File: src/rtl/rs_sched_pkg.sv
// rtl/rs_sched_pkg.sv - shared types and constants for the RS dual-issue scheduler
package rs_sched_pkg;

    localparam int ISSUE_WIDTH     = 2;
    localparam int RS_SIZE_DEFAULT = 8;
    localparam int IDX_W_DEFAULT   = $clog2(RS_SIZE_DEFAULT);

    typedef logic [IDX_W_DEFAULT-1:0] rs_idx_t;

    typedef struct packed {
        logic    valid;
        rs_idx_t idx;
    } issue_slot_t;

endpackage

File: src/rtl/priority_selector.sv
// rtl/priority_selector.sv - one-hot grant of the lowest set request bit
module priority_selector #(
    parameter int WIDTH = 8
) (
    input  logic [WIDTH-1:0] req,
    output logic [WIDTH-1:0] gnt
);

    // Two's-complement trick isolates the lowest set bit.
    assign gnt = req & (~req + WIDTH'(1));

endmodule

File: src/rtl/rs_rotate_select.sv
// rtl/rs_rotate_select.sv - rotating two-winner picker over RS ready bits
module rs_rotate_select #(
    parameter int RS_SIZE = 8,
    parameter int IDX_W   = $clog2(RS_SIZE)
) (
    input  logic [RS_SIZE-1:0] req,
    input  logic [IDX_W-1:0]   ptr,
    output logic [RS_SIZE-1:0] gnt_a,
    output logic [RS_SIZE-1:0] gnt_b
);

    logic [RS_SIZE-1:0] rot_req;
    logic [RS_SIZE-1:0] rot_a;
    logic [RS_SIZE-1:0] rot_b;
    logic [RS_SIZE-1:0] rot_req_b;

    // Entry ptr lands on bit 0; index arithmetic wraps since RS_SIZE is a power of two.
    always_comb begin
        rot_req = '0;
        for (int j = 0; j < RS_SIZE; j++) begin
            rot_req[j] = req[IDX_W'(j) + ptr];
        end
    end

    assign rot_req_b = rot_req & ~rot_a;

    priority_selector #(.WIDTH(RS_SIZE)) u_sel_a (
        .req (rot_req),
        .gnt (rot_a)
    );

    priority_selector #(.WIDTH(RS_SIZE)) u_sel_b (
        .req (rot_req_b),
        .gnt (rot_b)
    );

    always_comb begin
        gnt_a = '0;
        gnt_b = '0;
        for (int j = 0; j < RS_SIZE; j++) begin
            gnt_a[IDX_W'(j) + ptr] = rot_a[j];
            gnt_b[IDX_W'(j) + ptr] = rot_b[j];
        end
    end

endmodule

File: src/rtl/rs_dual_issue_scheduler.sv
// rtl/rs_dual_issue_scheduler.sv - picks up to two ready RS entries into two FU issue slots
module rs_dual_issue_scheduler
    import rs_sched_pkg::*;
#(
    parameter int RS_SIZE = RS_SIZE_DEFAULT,
    parameter int IDX_W   = $clog2(RS_SIZE)
) (
    input  logic                   clock,
    input  logic                   reset,
    input  logic                   flush,
    input  logic [RS_SIZE-1:0]     entry_ready,
    input  logic [ISSUE_WIDTH-1:0] fu_stall,
    output logic [RS_SIZE-1:0]     issue_mask,
    output logic [ISSUE_WIDTH-1:0] issue_valid,
    output logic [IDX_W-1:0]       issue_idx0,
    output logic [IDX_W-1:0]       issue_idx1,
    output logic [IDX_W-1:0]       rr_ptr
);

    logic [RS_SIZE-1:0]     pick_a;
    logic [RS_SIZE-1:0]     pick_b;
    logic [RS_SIZE-1:0]     gnt0;
    logic [RS_SIZE-1:0]     gnt1;
    logic [ISSUE_WIDTH-1:0] acc;
    logic [IDX_W-1:0]       gidx0;
    logic [IDX_W-1:0]       gidx1;
    logic [IDX_W-1:0]       last_idx;
    logic                   any_gnt;

    rs_rotate_select #(.RS_SIZE(RS_SIZE), .IDX_W(IDX_W)) u_select (
        .req   (entry_ready),
        .ptr   (rr_ptr),
        .gnt_a (pick_a),
        .gnt_b (pick_b)
    );

    assign acc = ~issue_valid | ~fu_stall;

    // With only one accepting slot, the first pick goes wherever there is room.
    always_comb begin
        gnt0 = '0;
        gnt1 = '0;
        if (!reset && !flush) begin
            case (acc)
                2'b11: begin
                    gnt0 = pick_a;
                    gnt1 = pick_b;
                end
                2'b01: gnt0 = pick_a;
                2'b10: gnt1 = pick_a;
                default: ;
            endcase
        end
    end

    assign issue_mask = gnt0 | gnt1;
    assign any_gnt    = |issue_mask;

    always_comb begin
        gidx0 = '0;
        gidx1 = '0;
        for (int i = 0; i < RS_SIZE; i++) begin
            if (gnt0[i]) gidx0 = IDX_W'(i);
            if (gnt1[i]) gidx1 = IDX_W'(i);
        end
    end

    // Slot 1 is granted only when it carries the latest pick.
    assign last_idx = (|gnt1) ? gidx1 : gidx0;

    always_ff @(posedge clock) begin
        if (reset) begin
            issue_valid <= '0;
            issue_idx0  <= '0;
            issue_idx1  <= '0;
            rr_ptr      <= '0;
        end else if (flush) begin
            issue_valid <= '0;
            rr_ptr      <= '0;
        end else begin
            if (|gnt0) begin
                issue_valid[0] <= 1'b1;
                issue_idx0     <= gidx0;
            end else if (!(issue_valid[0] && fu_stall[0])) begin
                issue_valid[0] <= 1'b0;
            end

            if (|gnt1) begin
                issue_valid[1] <= 1'b1;
                issue_idx1     <= gidx1;
            end else if (!(issue_valid[1] && fu_stall[1])) begin
                issue_valid[1] <= 1'b0;
            end

            if (any_gnt) begin
                rr_ptr <= last_idx + IDX_W'(1);
            end
        end
    end

endmodule

File: config.mk
export PLATFORM = sky130hd
export DESIGN_NAME = rs_dual_issue_scheduler
export DESIGN_NICKNAME = d
export VERILOG_FILES = /design/src/rtl/rs_sched_pkg.sv /design/src/rtl/priority_selector.sv /design/src/rtl/rs_rotate_select.sv /design/src/rtl/rs_dual_issue_scheduler.sv
export SDC_FILE = /design/constraint.sdc
export NUM_CORES = 1
export LEC_CHECK = 0
export CORE_MARGIN = 2
export CORE_UTILIZATION = 40
export CTS_BUF_LIST = sky130_fd_sc_hd__clkbuf_4 sky130_fd_sc_hd__clkbuf_8
export CTS_CLUSTER_SIZE = 20
export DETAILED_ROUTE_END_ITERATION = 8
export DONT_BUFFER_PORTS = 1
export PLACE_DENSITY_LB_ADDON = 0.25
export SYNTH_ARGS = -nofsm -noshare
export SYNTH_HDL_FRONTEND = slang
export SYNTH_HIERARCHICAL = 1
export SYNTH_SLANG_ARGS = --single-unit
File: constraint.sdc
create_clock -name clock -period 9.4 [get_ports clock]
set_input_delay 2.82 -clock clock [delete_from_list [all_inputs] [get_ports clock]]
set_output_delay 2.82 -clock clock [all_outputs]
set_load 0.005 [all_outputs]
==> impl_metrics.py, run 1 <==
metrics = {
    "global_route": {
        "grt_usage": 0.222,
        "grt_max_degree": 40,
        "antenna_found_initial": 0,
        "grt_pass1_vias": 2674,
        "gr-total-overflow": 0,
        "grt_first_pass_wirelength_um": 13600,
    },
    "timing": {
        "fin_crit_ns": 8.75,
        "slew_headroom": 0.473,
        "clock.fmax_mhz": 114,
        "setup-violations-final": 0,
        "tns_ns": 0,
        "fin_crit_sh": 0.931,
        "slew_viol_final": 0,
        "rsz0062_at_grt": "no",
        "hold_viol_final": 0,
        "tightest_slew_ns": 0.782,
        "fin_worst_skew_ns": 0.000528,
    },
    "clock_network": {
        "clk_transition_reported_paths_ns": 0.05,
        "cts_hold_buf": 0,
        "worstSkewPairLatency_ns": 0.24,
        "cts_tree": "yes",
        "clock_sinks": 11,
        "clockBufferDepth": 2,
        "cts_buffers": 3,
        "cts_root_buf": "clkbuf_8",
        "post_cts_resized": 0,
        "htree_levels": 1,
        "cts_setup_buffers": 0,
    },
    "synthesis": {
        "synth_ff_type": "dfxtp_1",
        "synth_top_area_frac": 0.0818,
        "synth.distinct_cells": 72,
        "synth_area_leaders": "dfxtp_1 (8.2%), nand2_1 (7.7%), a21oi_1 (7.6%), mux4_2 (5.0%), nor2_1 (4.7%)",
        "synth_area_sq_um": 2690,
        "synth-edff-count": 0,
        "yosys.area.top_type": "dfxtp_1",
        "yosysWarnings": 6,
        "synth_seq_cells": 11,
        "synthArstFlopShare": 0,
        "synth_fp_nets": 399,
        "synth-seq-area-share": 0.0818,
        "synth_area_per_cell_sq_um": 7.10,
        "synth_cells": 379,
    },
    "die": {
        "coreArea_sq_um": 6420,
        "initial_core_util": 0.419,
        "rows": 29,
        "die_area_sq_um": 7400,
        "io_pins": 32,
        "dieWidth_um": 86.0,
        "fp.dieH_um": 86.0,
    },
    "final_layout": {
        "fillers": 676,
        "final_cell_mix": "nand2_1 (55), a21oi_1 (41), nor2_1 (34)",
        "synthToLayoutAreaGrowth_pct": 0.233,
        "mostFrequentLayoutCell": "nand2_1",
        "drive_above_1_share": 0.146,
        "multi_input_area_sq_um": 2230,
        "n_antenna_cell": 0,
        "seq_area_sq_um": 221,
        "fin_nets": 383,
    },
    "worst_setup_path": {
        "crit_type": "in2out",
        "arrival_ns": 5.93,
        "cp_max_fo": 9,
        "start_kind": "primary input",
        "crit_required_ns": 6.58,
        "crit_path_end_kind": "output port",
    },
    "routing": {
        "dr.first_iter.drc_count": 348,
        "ant_nets": 0,
        "wire_per_inst_um": 18.4,
        "drc": 0,
        "vias": 3021,
        "viasPerCell": 6.88,
        "first_pass_iters": 5,
        "routed_wl_um": 8070,
    },
    "placed_design": {
        "io_buffers": 0,
        "place_congestion": 0.935,
        "hpwl_um": 5950,
    },
    "run": {
        "max_cap_viol_count": 0,
    },
    "outcome": {
        "status": "complete, no violations",
    },
    "worst_hold_path": {
        "hold_class": "reg2reg",
    },
}
metal layers:
metal / global-route usage / part of all wire / up-vias
met2: 0.311 / 0.41 / 211
met3: 0.0366 / 0.11 / 10
met1: 0.354 / 0.47 / 1407
met5: 0 / 0 / -
met4: 0.0361 / 0.0097 / 0
li1: - / - / 1393
cells in the mapped netlist (3+ instances only):
| cell | instances |
|---|---|
| a211o_1 | 3 |
| a21oi_1 | 41 |
| a22o_1 | 11 |
| a22oi_1 | 5 |
| a31oi_1 | 5 |
| buf_2 | 13 |
| buf_4 | 5 |
| buf_6 | 6 |
| clkbuf_1 | 3 |
| dfxtp_1 | 11 |
| ha_1 | 7 |
| inv_1 | 9 |
| mux2_2 | 6 |
| mux2i_1 | 6 |
| mux4_2 | 6 |
| nand2_1 | 55 |
| nand2b_1 | 4 |
| nand3_1 | 12 |
| nand3b_1 | 4 |
| nor2_1 | 34 |
| nor2b_1 | 12 |
| nor3_1 | 7 |
| nor3b_1 | 4 |
| o211ai_1 | 8 |
| o21ai_0 | 23 |
| o22ai_1 | 7 |
| o311ai_0 | 5 |
| o31ai_1 | 4 |
final timing paths:
path | start | to | slack [ns] | cells after the start
max reg2reg | rr_ptr[0] | rr_ptr[2] | 3.13 | 21
max | entry_ready[5] | issue_mask[2] | 0.65 | 12
min reg2reg | issue_idx0[0] | issue_idx0[0] | 0.47 | 2
min | issue_idx0[0] | issue_idx0[0] | 0.47 | 2
registers in the layout (all words and copies together) (netlist names):
name         flops
issue_valid      2
rr_ptr           3
issue_idx1       3
issue_idx0       3
worst max-delay path, cell delays in order:
cell and delay (ns):
mux4_1 0.50, nand2_1 0.11, nand2_1 0.21, nor4b_1 0.35
buf_4 0.20, a21oi_1 0.08, nor4_2 0.33, and4b_1 0.43
nand2_1 0.12, a31o_1 0.23, a221oi_2 0.32, a22o_1 0.23
layout make-up:
type,instances,area share
Sequential cell,11,0.0821
Clock buffer,4,0.0181
Tap cell,77,0.0357
Multi-Input combinational cell,329,0.828
Timing Repair Buffer,8,0.0223
Inverter,10,0.0139
stage by stage:
| stage | utilization | instances | instance area (sq um) | hold slack (ns) | worst slack, ns |
|---|---|---|---|---|---|
| 6_report | 0.420 | 439 | 2700 | 0.467 | 0.648 |
| 5_1_grt | 0.420 | 439 | 2700 | 0.481 | 0.418 |
| 4_1_cts | 0.420 | 439 | 2700 | 0.470 | 0.741 |
| 3_5_place_dp | 0.412 | 435 | 2650 | 0.463 | 0.744 |
| 3_3_place_gp | 0.412 | 435 | 2650 | 0.462 | 0.816 |
| 2_1_floorplan | - | 379 | 2690 | 0.450 | 0.792 |
cells by family (layout without fill, tap and decap cells):
logic type	Yosys count	after routing	synth area share
simple gates	162	162	0.321
compound gates	136	136	0.338
buf+inv	39	22	0.0883
mux	20	20	0.117
flops	11	11	0.0818
fa+ha+maj	7	7	0.0325
xor+xnor	4	4	0.0214
Power of run 1 is left out: the tool's default activity adds up to more than one toggle a clock period on the data nets, which glitch-free logic cannot reach.
==> run 2: changes to the inputs <==
--- a/config.mk
+++ b/config.mk
@@ -5,6 +5,7 @@
 export SDC_FILE = /design/constraint.sdc
 export NUM_CORES = 1
 export LEC_CHECK = 0
+export ABC_AREA = 1
 export CORE_MARGIN = 2
 export CORE_UTILIZATION = 40
 export CTS_BUF_LIST = sky130_fd_sc_hd__clkbuf_4 sky130_fd_sc_hd__clkbuf_8
==> impl_metrics.py, run 2 <==
metrics = {
    "worst_setup_path": {
        "crit_type": "in2out",
        "startpoint": "entry_ready[7]",
        "cpPeakStageDelay_ns": 0.46,
        "slowest_stage": "nor2_1",
        "cp.depth": 23,
        "crit_path_end_kind": "output port",
        "crit_end": "issue_mask[7]",
        "rr_worst_depth": 32,
        "r2r_start": "rr_ptr[1]",
        "reg2reg_slack_ns": 3.43,
        "cp_max_fo": 8,
        "crit_required_ns": 6.58,
        "crit_path_frequent_cell": "nand2_1",
        "start_kind": "primary input",
        "crit_chain": "nand2_1 -> nand2_1 -> o21ai_0 -> inv_1 -> o21ai_0 -> inv_1 -> nor2_2 -> nand2_1 -> nor2_1 -> nor2_1 -> nor2_2 -> nand3_2 -> nor2_1 -> inv_1 -> o21ai_0 -> inv_1 -> nand2_1 -> nand2_1 -> nand2_1 -> inv_1 -> nor2_1 -> a21oi_2 -> nand2_1",
        "cp_top_family": "simple AND/OR/NAND/NOR gates",
        "cp_num_buf_inv": 5,
        "arrival_ns": 6.01,
        "rr_endpoint": "rr_ptr[1]",
    },
    "power": {
        "p_leak_nw": 1.94,
        "pwr-share-comb": 0.861,
        "switching_share": 0.651,
        "seqPwrFrac": 0.084,
        "power_mw": 0.884,
        "p_int_mw": 0.308,
        "p_clk_frac": 0.055,
        "p_sw_mw": 0.576,
        "peakVddDrop_uv": 155,
        "p_per_area_nw_per_um2": 268,
    },
    "synthesis": {
        "synthArstFlopShare": 0,
        "synth-seq-area-share": 0.0681,
        "synth-edff-count": 0,
        "synth_top_area_frac": 0.311,
        "synth_seq_cells": 11,
        "synth_fp_nets": 676,
        "synth_area_sq_um": 3240,
        "synth.distinct_cells": 33,
        "synth_common_cells": "nand2_1 (268), inv_1 (105), nor2_1 (51), o21ai_0 (51), nand3_1 (41)",
        "synth_ff_type": "dfxtp_1",
        "yosysMostFrequentCell": "nand2_1",
        "synth_area_leaders": "nand2_1 (31%), inv_1 (12%), o21ai_0 (7.9%), dfxtp_1 (6.8%), nand3_1 (6.3%)",
        "yosys.area.top_type": "nand2_1",
        "synth_area_per_cell_sq_um": 4.93,
        "synth_cells": 656,
        "yosysWarnings": 6,
    },
    "clock_network": {
        "worstSkewPairLatency_ns": 0.24,
        "clockBufferDepth": 2,
        "cts_buffers": 3,
        "cts_hold_buf": 0,
        "clock_sinks": 11,
        "cts_root_buf": "clkbuf_8",
        "post_cts_resized": 0,
        "clk_transition_reported_paths_ns": 0.05,
        "cts_setup_buffers": 0,
        "cts_tree": "yes",
        "htree_levels": 1,
    },
    "timing": {
        "tns_ns": 0,
        "rsz0062_at_grt": "no",
        "hold_viol_final": 0,
        "clock.fmax_mhz": 113,
        "fin_crit_sh": 0.939,
        "setup-violations-final": 0,
        "slew_headroom": 0.405,
        "fin_worst_skew_ns": 0.00206,
        "tightest_slew_ns": 0.889,
        "fin_ws_ns": 0.571,
        "fin_crit_ns": 8.83,
        "slew_viol_final": 0,
    },
    "final_layout": {
        "final_cell_mix": "nand2_1 (268), inv_1 (105), nor2_1 (51), o21ai_0 (51), nand3_1 (41)",
        "drive_above_1_share": 0.106,
        "fin_nets": 664,
        "mostFrequentLayoutCell": "nand2_1",
        "seq_area_sq_um": 220,
        "fillers": 902,
        "reg_top3": "issue_idx0 (3), issue_idx1 (3), rr_ptr (3)",
        "synthToLayoutAreaGrowth_pct": 1.82,
        "multi_input_area_sq_um": 2450,
        "stdcell_count": 745,
        "n_antenna_cell": 0,
    },
    "global_route": {
        "antenna_found_initial": 0,
        "grt_max_degree": 28,
        "grt_usage": 0.239,
        "grt_first_pass_wirelength_um": 17000,
        "grt_pass1_vias": 3637,
        "gr-total-overflow": 0,
    },
    "worst_hold_path": {
        "hold_class": "reg2reg",
    },
    "placed_design": {
        "io_buffers": 0,
        "dp.cells": 741,
        "hpwl_um": 8070,
        "place_ws_ns": 0.639,
        "place_congestion": 1.02,
    },
    "routing": {
        "ant_nets": 0,
        "drc": 0,
        "first_pass_iters": 5,
        "vias": 3890,
        "routed_wl_um": 10100,
        "viasPerCell": 5.22,
        "wire_per_inst_um": 13.6,
        "dr.first_iter.drc_count": 386,
    },
    "die": {
        "io_pins": 32,
        "rows": 32,
        "initial_core_util": 0.417,
        "dieWidth_um": 93.9,
        "fp.dieH_um": 93.9,
        "coreArea_sq_um": 7770,
        "die_area_sq_um": 8820,
    },
    "outcome": {
        "status": "complete, no violations",
    },
    "run": {
        "max_cap_viol_count": 0,
    },
}
-- run 2: worst min path at each step --
stage	start	to	slack, ns	cells past startpoint
global placement	issue_idx0[1]	issue_idx0[1]	0.47	2
global route	issue_idx0[1]	issue_idx0[1]	0.49	2
finish	issue_idx0[1]	issue_idx0[1]	0.48	2
floorplan	issue_idx0[1]	issue_idx0[1]	0.45	2
CTS	issue_idx0[1]	issue_idx0[1]	0.48	2
detailed placement	issue_idx0[1]	issue_idx0[1]	0.47	2
-- run 2: per-stage QoR --
step,hold WS (ns),util,cell area [sq um]
6_report,0.478,0.424,3290
4_1_cts,0.480,0.424,3290
5_1_grt,0.488,0.424,3290
2_1_floorplan,0.449,-,3240
3_3_place_gp,0.468,0.418,3250
3_5_place_dp,0.467,0.418,3250
-- run 2: logic make-up (layout without fill, tap and decap cells) --
family | after synthesis | count (layout) | synth area share
AO/OA/AOI/OAI | 84 | 84 | 0.142
AND/OR/NAND/NOR | 419 | 419 | 0.584
flip-flops | 11 | 11 | 0.0681
adder cells (fa/ha/maj) | 7 | 7 | 0.0271
XOR/XNOR | 1 | 1 | 0.00503
buffers and inverters | 134 | 121 | 0.174
-- run 2: layout make-up --
cell class,count,share of cell area
multi-input combinational,511,0.745
inverter,115,0.131
timing repair buffer,2,0.00456
clock inverter,1,0.00152
tap,102,0.0387
clock buffer,3,0.0125
sequential,11,0.0668
-- run 2: power by group through the flow --
stage                     clock, mW  sequential [mW]  combinational (mW)
after floorplan                   0           0.0725               0.607
after global placement            0           0.0757               0.746
after detailed placement          0           0.0758               0.749
after CTS                    0.0498           0.0748               0.752
after global routing         0.0516           0.0761               0.868
final                        0.0485           0.0745               0.761
-- run 2: metal layers --
layer  up-vias  share of wire  track usage  routed length [um]
li1       1980              -            -                   -
met1      1744           0.46        0.329                4600
met2       152           0.46        0.391                4670
met3        14          0.065       0.0209                 659
met4         0          0.017       0.0833                 171
met5         -              0            0                   0
-- run 2: worst reg2reg max path, delay by kind of cell, from the launching register on --
kind / cells / cell delay (ns)
adders and majority gates: 2 / 1.07
buffers and inverters: 7 / 1.11
AOI/OAI and AO/OA: 4 / 0.88
and+or+nand+nor: 19 / 2.37
DFF: 1 / 0.45
No activity file was read; power rests on OpenSTA's default activity.
==> run 3: changes to the inputs <==
--- a/config.mk
+++ b/config.mk
@@ -13,6 +13,7 @@
 export DETAILED_ROUTE_END_ITERATION = 8
 export DONT_BUFFER_PORTS = 1
 export PLACE_DENSITY_LB_ADDON = 0.25
+export REMOVE_ABC_BUFFERS = 1
 export SYNTH_ARGS = -nofsm -noshare
 export SYNTH_HDL_FRONTEND = slang
 export SYNTH_HIERARCHICAL = 1
==> impl_metrics.py, run 3 (synthesis gave the netlist of run 2 again) <==
metrics = {
    "final_layout": {
        "mostFrequentLayoutCell": "nand2_1",
        "fillers": 930,
        "synthToLayoutAreaGrowth_pct": 2.13,
        "fin_nets": 665,
        "n_antenna_cell": 0,
        "reg_top3": "issue_idx0 (3), issue_idx1 (3), rr_ptr (3)",
        "stdcell_count": 746,
        "drive_above_1_share": 0.107,
        "final_cell_mix": "nand2_1 (268), inv_1 (105), nor2_1 (51), o21ai_0 (51), nand3_1 (41)",
        "postLayoutCellArea_sq_um": 3300,
    },
    "worst_setup_path": {
        "rr_worst_depth": 32,
        "r2r_start": "rr_ptr[1]",
        "start_kind": "primary input",
        "crit_type": "in2out",
        "startpoint": "entry_ready[6]",
        "crit_path_end_kind": "output port",
        "crit_end": "issue_mask[7]",
        "reg2reg_slack_ns": 3.37,
        "cp_max_fo": 8,
        "rr_endpoint": "rr_ptr[1]",
        "crit_required_ns": 6.58,
        "arrival_ns": 5.99,
    },
    "global_route": {
        "gr-total-overflow": 0,
        "grt_pass1_vias": 3618,
        "grt_max_degree": 28,
        "antenna_found_initial": 0,
        "grt_usage": 0.239,
        "grt_first_pass_wirelength_um": 17000,
    },
    "timing": {
        "clock.fmax_mhz": 113,
        "slew_viol_final": 0,
        "tightest_slew_ns": 0.897,
        "hold_viol_final": 0,
        "tns_ns": 0,
        "fin_crit_ns": 8.81,
        "fin_worst_skew_ns": 0.00180,
        "fin_crit_sh": 0.937,
        "rsz0062_at_grt": "no",
        "slew_headroom": 0.399,
        "setup-violations-final": 0,
    },
    "clock_network": {
        "worstSkewPairLatency_ns": 0.24,
        "cts_setup_buffers": 0,
        "clock_sinks": 11,
        "clockBufferDepth": 2,
        "cts_buffers": 3,
        "cts_hold_buf": 0,
        "post_cts_resized": 0,
        "cts_root_buf": "clkbuf_8",
        "cts_tree": "yes",
        "htree_levels": 1,
        "clk_transition_reported_paths_ns": 0.05,
    },
    "power": {
        "p_leak_nw": 1.95,
        "p_int_mw": 0.313,
        "switching_share": 0.645,
        "p_clk_frac": 0.057,
        "pwr-share-comb": 0.859,
        "seqPwrFrac": 0.084,
        "peakVddDrop_uv": 186,
        "p_per_area_nw_per_um2": 267,
        "p_sw_mw": 0.568,
    },
    "die": {
        "rows": 32,
        "initial_core_util": 0.417,
        "coreArea_sq_um": 7770,
        "die_area_sq_um": 8820,
        "dieWidth_um": 93.9,
        "io_pins": 32,
        "fp.dieH_um": 93.9,
    },
    "outcome": {
        "status": "complete, no violations",
    },
    "routing": {
        "first_pass_iters": 5,
        "wire_per_inst_um": 13.7,
        "viasPerCell": 5.17,
        "ant_nets": 0,
        "vias": 3859,
        "routed_wl_um": 10200,
        "drc": 0,
        "dr.first_iter.drc_count": 293,
    },
    "run": {
        "max_cap_viol_count": 0,
    },
    "placed_design": {
        "hpwl_um": 8130,
        "dp.cells": 742,
        "place_congestion": 0.954,
        "dpl-instance-area_sq_um": 3260,
        "io_buffers": 0,
    },
    "worst_hold_path": {
        "hold_class": "reg2reg",
        "hp-start": "issue_idx0[1]",
    },
}
==> run 3: cell count changes in the layout (fill, tap and decap cells not counted), sizes merged <==
| cell | previous run | this run |
|---|---|---|
| buf | 2 | 3 |
| clkbuf | 3 | 4 |
| clkinv | 2 | 1 |
==> run 3: worst min path at each step <==
stage,to,slack (ns),cells after the start
floorplan,issue_idx0[1],0.45,2
global placement,issue_idx0[1],0.47,2
detailed placement,issue_idx0[1],0.47,2
CTS,issue_idx0[1],0.48,2
global route,issue_idx0[1],0.49,2
finish,issue_idx0[1],0.47,2
==> run 3: worst max-delay path, stage by stage <==
cell     delay, ns
nand2_1       0.06
nand2_1       0.05
o21ai_0       0.28
inv_1         0.07
o21ai_1       0.19
inv_1         0.11
nor2_2        0.13
nand2_1       0.08
nor2_1        0.42
nor2_1        0.15
nor2_2        0.14
nand3_2       0.09
nor2_1        0.36
inv_1         0.18
o21ai_0       0.20
inv_1         0.06
nand2_1       0.06
nand2_1       0.05
nand2_1       0.05
inv_1         0.04
nor2_1        0.15
a21oi_2       0.11
nand2_1       0.12
==> run 3: power by group through the flow <==
stage	combinational (mW)	clock [mW]	sequential, mW
after CTS	0.750	0.0520	0.0744
after global routing	0.867	0.0541	0.0757
after detailed placement	0.747	0	0.0754
final	0.757	0.0501	0.0741
after global placement	0.747	0	0.0751
after floorplan	0.575	0	0.0775
==> run 3: cell type report <==
cell class,count,area [sq um],share of cell area
multi-input cells,511,2450,0.743
repair buffers,3,22.5,0.00682
flip-flops and latches,11,220,0.0666
clock buffers,4,48.8,0.0148
inverters,115,432,0.131
well taps,102,128,0.0386
==> run 3: layer usage <==
layer  vias to the layer above  GRT usage  routed length, um
li1                       1988          -                  -
met1                      1696      0.328               4680
met2                       145      0.380               4580
met3                        30     0.0297                613
met4                         0     0.0930                311
met5                         -          0                  0
==> run 3: stage by stage <==
| stage | utilization | hold WS (ns) | total power, mW | worst slack [ns] |
|---|---|---|---|---|
| 3_5_place_dp | 0.419 | 0.469 | 0.822 | 0.661 |
| 3_3_place_gp | 0.419 | 0.468 | 0.822 | 0.727 |
| 2_1_floorplan | - | 0.449 | 0.653 | 1.32 |
| 4_1_cts | 0.425 | 0.477 | 0.876 | 0.658 |
| 5_1_grt | 0.425 | 0.491 | 0.996 | 0.221 |
| 6_report | 0.425 | 0.472 | 0.881 | 0.589 |
